## src/rtl/mem_bank_feeder.sv

```systemverilog
// Feeds 9 W then 9 X elements from a valid/ready stream into the matrix bank's
// serial load port, then steps the bank through its three unload phases.
module mem_bank_feeder #(
    parameter int DW          = 4,
    parameter int N           = 9,
    parameter int UNLOAD_HOLD = 1
) (
    input  logic          clk,
    input  logic          clear,
    input  logic          go,
    input  logic          src_valid,
    input  logic [DW-1:0] src_data,
    output logic          src_ready,
    output logic [DW-1:0] data_in,
    output logic          load_w,
    output logic          load_x,
    output logic          bank_clr,
    output logic          unload1,
    output logic          unload2,
    output logic          unload3,
    output logic          busy,
    output logic          done
);

    typedef enum logic [2:0] {
        S_IDLE, S_LOAD_W, S_LOAD_X, S_SETTLE, S_UNL1, S_UNL2, S_UNL3, S_DONE
    } state_t;

    localparam logic [3:0] CNT_LAST  = 4'(N - 1);
    localparam logic [3:0] HOLD_LAST = 4'(UNLOAD_HOLD - 1);

    state_t        state_q, state_d;
    logic [3:0]    cnt_q, cnt_d;
    logic [3:0]    hcnt_q, hcnt_d;
    logic [DW-1:0] data_q;
    logic          load_w_q, load_x_q, bank_clr_q;
    logic          accept;

    // The handshake is only open in the two load states.
    assign accept = src_valid && ((state_q == S_LOAD_W) || (state_q == S_LOAD_X));

    always_ff @(posedge clk) begin
        if (clear) begin
            state_q <= S_IDLE;
            cnt_q   <= '0;
            hcnt_q  <= '0;
        end else begin
            state_q <= state_d;
            cnt_q   <= cnt_d;
            hcnt_q  <= hcnt_d;
        end
    end

    always_comb begin
        state_d   = state_q;
        cnt_d     = cnt_q;
        hcnt_d    = hcnt_q;
        src_ready = 1'b0;
        unload1   = 1'b0;
        unload2   = 1'b0;
        unload3   = 1'b0;
        busy      = 1'b1;
        done      = 1'b0;
        case (state_q)
            S_IDLE: begin
                busy = 1'b0;
                if (go) begin
                    state_d = S_LOAD_W;
                    cnt_d   = '0;
                end
            end
            S_LOAD_W: begin
                src_ready = 1'b1;
                if (accept) begin
                    if (cnt_q == CNT_LAST) begin
                        cnt_d   = '0;
                        state_d = S_LOAD_X;
                    end else begin
                        cnt_d = cnt_q + 4'd1;
                    end
                end
            end
            S_LOAD_X: begin
                src_ready = 1'b1;
                if (accept) begin
                    if (cnt_q == CNT_LAST) begin
                        cnt_d   = '0;
                        state_d = S_SETTLE;
                    end else begin
                        cnt_d = cnt_q + 4'd1;
                    end
                end
            end
            S_SETTLE: begin
                hcnt_d  = '0;
                state_d = S_UNL1;
            end
            S_UNL1, S_UNL2, S_UNL3: begin
                unload1 = (state_q == S_UNL1);
                unload2 = (state_q == S_UNL2);
                unload3 = (state_q == S_UNL3);
                if (hcnt_q == HOLD_LAST) begin
                    hcnt_d = '0;
                    case (state_q)
                        S_UNL1:  state_d = S_UNL2;
                        S_UNL2:  state_d = S_UNL3;
                        default: state_d = S_DONE;
                    endcase
                end else begin
                    hcnt_d = hcnt_q + 4'd1;
                end
            end
            S_DONE: begin
                busy    = 1'b0;
                done    = 1'b1;
                state_d = S_IDLE;
            end
            default: state_d = S_IDLE;
        endcase
    end

    // Bank-facing strobes are registered: an accept shows up one cycle later.
    always_ff @(posedge clk) begin
        if (clear) begin
            data_q     <= '0;
            load_w_q   <= 1'b0;
            load_x_q   <= 1'b0;
            bank_clr_q <= 1'b0;
        end else begin
            bank_clr_q <= (state_q == S_IDLE) && go;
            load_w_q   <= accept && (state_q == S_LOAD_W);
            load_x_q   <= accept && (state_q == S_LOAD_X);
            if (accept) begin
                data_q <= src_data;
            end
        end
    end

    assign data_in  = data_q;
    assign load_w   = load_w_q;
    assign load_x   = load_x_q;
    assign bank_clr = bank_clr_q;

endmodule
```

## config.mk

```make
export PLATFORM = sky130hd
export DESIGN_NAME = mem_bank_feeder
export DESIGN_NICKNAME = d
export VERILOG_FILES = /design/src/rtl/mem_bank_feeder.sv
export SDC_FILE = /design/constraint.sdc
export NUM_CORES = 1
export LEC_CHECK = 0
export BUFFER_PORTS_ARGS = -buffer_cell sky130_fd_sc_hd__clkbuf_2
export CAP_MARGIN = 40
export CORE_UTILIZATION = 56
export DETAILED_ROUTE_END_ITERATION = 16
export HOLD_SLACK_MARGIN = 0.12
export PLACE_DENSITY_LB_ADDON = 0.05
export SLEW_MARGIN = 5
export SYNTH_ARGS = -nofsm -noshare
export SYNTH_HDL_FRONTEND = slang
export SYNTH_SLANG_ARGS = --single-unit
```

## constraint.sdc

```tcl
create_clock -name clk -period 4.6 [get_ports clk]
set_clock_uncertainty 0.1 [all_clocks]
set_input_delay 0.23 -clock clk [delete_from_list [all_inputs] [get_ports clk]]
set_output_delay 0.23 -clock clk [all_outputs]
set_load 0.02 [all_outputs]
```

== Word-level counts from Yosys, hierarchy flattened ==
Index checks and enable logic that the tools add are counted.
Word-level totals
  output and inout bits: 13
  register bits: 18
  logic and storage cells: 58
Operators by class
  $add $sub $neg: 2
  equality and inequality tests: 15
  reduce and logical (&&, ||, !) cells: 14
  muxes and demuxes: 20
Operators with widths (count)
  $mux W3: 6
  $pmux W3 S6: 1
  $mux W4: 4
  $pmux W4 S2: 2
  $eq A3 B3 Y1 const B: 4
  $add A4 B1 Y4 const B: 2
  $ne A2 B2 Y1 const B: 4
  $eq A3 B2 Y1 const B: 2
  $mux W1: 6
  $ne A2 B1 Y1 const B: 3
  $reduce_and A6 Y1: 1
  $eq A4 B4 Y1 const B: 1
  $logic_and A1 B1 Y1: 4
  $logic_not A4 Y1: 1
  $pmux W2 S2: 1
  $reduce_bool A2 Y1: 2
  $reduce_or A2 Y1: 2
  $eq A3 B1 Y1 const B: 1
  $logic_not A3 Y1: 1
  $reduce_and A3 Y1: 1
  $reduce_or A3 Y1: 1
  $logic_or A1 B1 Y1: 1

== Longest topological paths before layout ==
  depth after elaboration: 5
  depth in mapped cells: 6
  depth with buffers taken out: 6

== Worst setup path before layout ==
No wires, ideal clock.
  kind: reg2out
  start point: register state_q[0]
  end point: output port busy
  required time: 4.270 ns
  path slack: 3.030 ns
  buffers on the path: 1
  arrival: 1.240 ns
  cell stages (with the launch flop): 5
  cell sequence: dfxtp_1 -> buf_2 -> nand2_1 -> nor2_1 -> nor2_1
On the way
  cells in the longest elaborated chain, start to end: 3
  elaborated cells between the ends (all ways): 4
  classes of those cells: 1 x eq/ne; 1 x mux; 2 x reduce/logical
Ends and longest elaborated chain
  start, declared: line 32  | state_t state_q, state_d;
  start signal, assigned: line 48  | state_q <= state_d;
  $eq A3 B3 Y1 or $logic_not A3 Y1 (tied branches): line 64  | case (state_q)
  $reduce_or A2 Y1 (no line) (*)
  $mux W1 (*): line 64
  end, declared: line 21  | output logic busy,
Mark *: on every way between the ends. The rest lies on a longest branch, timed or not.

== Final worst setup path ==
  start point: register state_q[2]
  end point: output port unload1
On the way
  cells in the longest elaborated chain, start to end: 3
  elaborated cells between the ends (all ways): 5
  classes of those cells: 3 x eq/ne; 1 x mux; 1 x reduce/logical
Ends and longest elaborated chain
  $eq A3 B3 Y1 (on tied branches): line 64, 99
  $reduce_or A3 Y1: line 64
  $mux W1 (*): line 64
  end, declared: line 18  | output logic unload1,
Marked as above.

==> summary.md <==
| Metric | Value |
|---|---|
| Cell at the root of the clock tree | `clkbuf_4` |
| CP max-delay cell | `dfxtp_1` |
| Global-route wire length before repair | `3.201 mm` |
| Multi-input gate area | `548.0 sq um` |
| DRT iter0 DRCs | `18` |
| Setup TNS | `0 ns` |
| YS warnings | `0` |
| Cells after DPL | `139` |
| Clk sink count | `18` |
| Sequential share of the synthesized area | `0.3688` |
| Post-Syn Area | `977.2 sq um` |
| Unrepaired setup endpoints after global routing | `no` |
| P per Cell Area | `438.8 mW/mm^2` |
| Total wire length | `1.915 mm` |
| # diodes | `0` |
| Max Slew Vio Count | `0` |
| Peak supply drop | `0.2763 mV` |
| Post-place setup slack | `2.801 ns` |
| Post-Synthesis Cells | `109` |
| Syn Nets | `121` |
| Hold WC Path Type | `input port to register` |
| Sw Pwr | `0.1972 mW` |
| Core area | `0.001559 sq mm` |
| Seq. cell area | `360.3 sq um` |
| DIE AREA | `0.001916 sq mm` |
| Final Worst Setup Slack | `2.540 ns` |
| Vias in the first global route | `738` |
| Crit share post-route | `0.4478` |
| Grt total ovfl | `0` |
| CP bufs+invs | `2` |
| Netlist cell types | `38` |
| Die Y | `43.77 microns` |
| CP Capture Type | `output pin` |
| Drt pass-1 iters | `4` |
| Worst-Margin Slew | `0.6213 ns` |
| Layout cells sized above 1 | `0.2273` |
| Fill count | `137` |
| Syn avg cell area | `8.965 sq um` |
| Crit start category | `register` |
| # IOs | `21` |
| Achievable clock frequency | `485.5 MHz` |
| Die Wd | `43.77 microns` |
| Comb pwr share | `0.390` |
| Worst EP required | `4.27 ns` |
| Avg WL per Cell | `12.94 microns` |
| IO buf count | `20` |
| Sequential power share | `0.417` |
| CTS Buf Count | `3` |
| Initial antenna violation count | `0` |
| H-tree depth | `1` |
| Clock power frac | `0.193` |
| Clock slew at reported path FFs | `0.10 ns` |
| Outcome | `completed` |
| Via count | `853` |
| P_leak | `0.4581 nW` |
| Utilization after layout | `0.7344` |
| Post-layout min period | `2.060 ns` |
| Crit-path leading delay family | `flip-flops` |
| Hold violation count in the final report | `0` |
| DRC violations left | `0` |
| Commonest non-fill, non-tap cell in the layout | `clkbuf_2` |
| Drt via density | `5.764` |
| CP arrival | `1.73 ns` |
| Sw frac | `0.3925` |
| TritonCTS clock tree | `done` |
| Non-filler cells, final | `148` |
| Largest net degree at the start of global routing | `18` |
| Relative slew slack | `0.5853` |
| Row count | `14` |
| Synth Register Bits | `18` |
| Setup bufs post-CTS | `0` |
| Final RePlAce weighted congestion | `0.8070` |
| Max Cap Violations | `0` |
| Sequence of cells on the critical path | `inv_1, nor3_1, clkbuf_2` |
| Antenna viol nets, final | `0` |
| Total Routing Usage GR | `0.2193` |
| Crit Path Category | `register to output pin` |
| Internal power | `0.3052 mW` |
| Syn-to-layout area delta | `17.16%` |
| Starting Density | `0.6268` |
| Total power | `0.5024 mW` |
| CTS max path bufs | `2` |
| Final setup fails | `0` |
| Commonest cells after routing, fill and taps aside | `clkbuf_2, dfxtp_1, nor2_1` |
| Final #Nets | `145` |
| Worst skew pair latency | `0.29 ns` |
| Critical-path maximum fanout | `17` |
| Crit-path max cell delay | `0.73 ns` |
| Detailed placement HPWL | `1.327 mm` |
## through the flow
step	hold slack (ns)	instance area (sq um)
global route	0.1762	1145
finish	0.1537	1145
floorplan	0.2728	977.2
CTS	0.1450	1145
detailed placement	0.3759	1059
global placement	0.3663	1059
## logic make-up after synthesis
| family | count (synthesis) | share of synthesized area |
|---|---|---|
| AO/OA/AOI/OAI | 20 | 0.1678 |
| XOR/XNOR | 2 | 0.02561 |
| adder cells (fa/ha/maj) | 4 | 0.05122 |
| buffers and inverters | 14 | 0.07042 |
| flip-flops | 18 | 0.3688 |
| multiplexers | 6 | 0.06146 |
| AND/OR/NAND/NOR | 45 | 0.2548 |
## registers in the layout, indices dropped and copies added (netlist names)
register	cells
load_w	1
state_q	3
hcnt_q	4
load_x	1
data_in	4
cnt_q	4
bank_clr	1
## per-layer routing
| metal | vias up | wire [microns] | track usage |
|---|---|---|---|
| met2 | 18 | 974 | 0.3701 |
| met3 | 4 | 66 | 0.03750 |
| met1 | 403 | 858 | 0.2887 |
| met5 | - | 0 | 0 |
| li1 | 428 | - | - |
| met4 | 0 | 16 | 0.05625 |
## tightest hold or removal path: cells and delay by family
kind,cells,cell delay (ns)
AND/OR/NAND/NOR,2,0.15
buffers and inverters,1,0.13
## synthesized netlist by cell type (all sizes together)
cell / number / area share
ha: 4 / 0.051
and2b: 1 / 0.0077
nor3: 6 / 0.036
o41ai: 1 / 0.017
a22oi: 1 / 0.0077
and2: 1 / 0.0064
o221ai: 1 / 0.0090
buf: 3 / 0.028
and3: 2 / 0.013
inv: 8 / 0.031
or3: 1 / 0.0064
o21a: 1 / 0.0077
nor2: 15 / 0.058
mux2i: 6 / 0.061
a211oi: 2 / 0.015
dfxtp: 18 / 0.37
nand4: 2 / 0.013
a31oi: 1 / 0.0064
and3b: 1 / 0.0090
nor4: 1 / 0.0064
o311ai: 1 / 0.0090
a21oi: 4 / 0.020
clkbuf: 3 / 0.012
nand2b: 2 / 0.013
nand2: 5 / 0.019
a41oi: 1 / 0.0090
o31ai: 1 / 0.0077
nand3b: 3 / 0.023
nand3: 2 / 0.010
a21boi: 2 / 0.038
or4: 1 / 0.0077
o21ai: 4 / 0.020
nor3b: 2 / 0.027
xnor2: 2 / 0.026
## path summary, 6_finish.rpt
kind               from          to  slack [ns]  depth (start not counted)
min           src_valid      load_x        0.15                          3
min reg2reg  data_in[0]  data_in[0]        0.42                          2
max reg2reg  state_q[2]   hcnt_q[3]        2.75                          4
max          state_q[2]     unload1        2.54                          3
## power groups by stage
stage | Clock (mW) | Sequential (mW) | Combinational, mW
after floorplan | 0 | 0.204 | 0.159
after global placement | 0 | 0.211 | 0.190
after detailed placement | 0 | 0.212 | 0.192
after CTS | 0.100 | 0.209 | 0.196
after global routing | 0.105 | 0.214 | 0.213
final | 0.0968 | 0.210 | 0.196
## repair_timing
action / in CTS / in global routing
resized for setup: 0 / 0
endpoints found under the hold margin: 5 / 0
hold buffers: 5 / 0
setup endpoints to repair: 0 / 0
## area by class of cell
cell class,count,share of cell area
sequential,18,0.3148
tap,16,0.01749
timing repair buffer,25,0.1311
inverter,8,0.02623
clock buffer,4,0.03169
multi-input combinational,77,0.4787
Note: power is estimated with default switching activity, not from simulation.
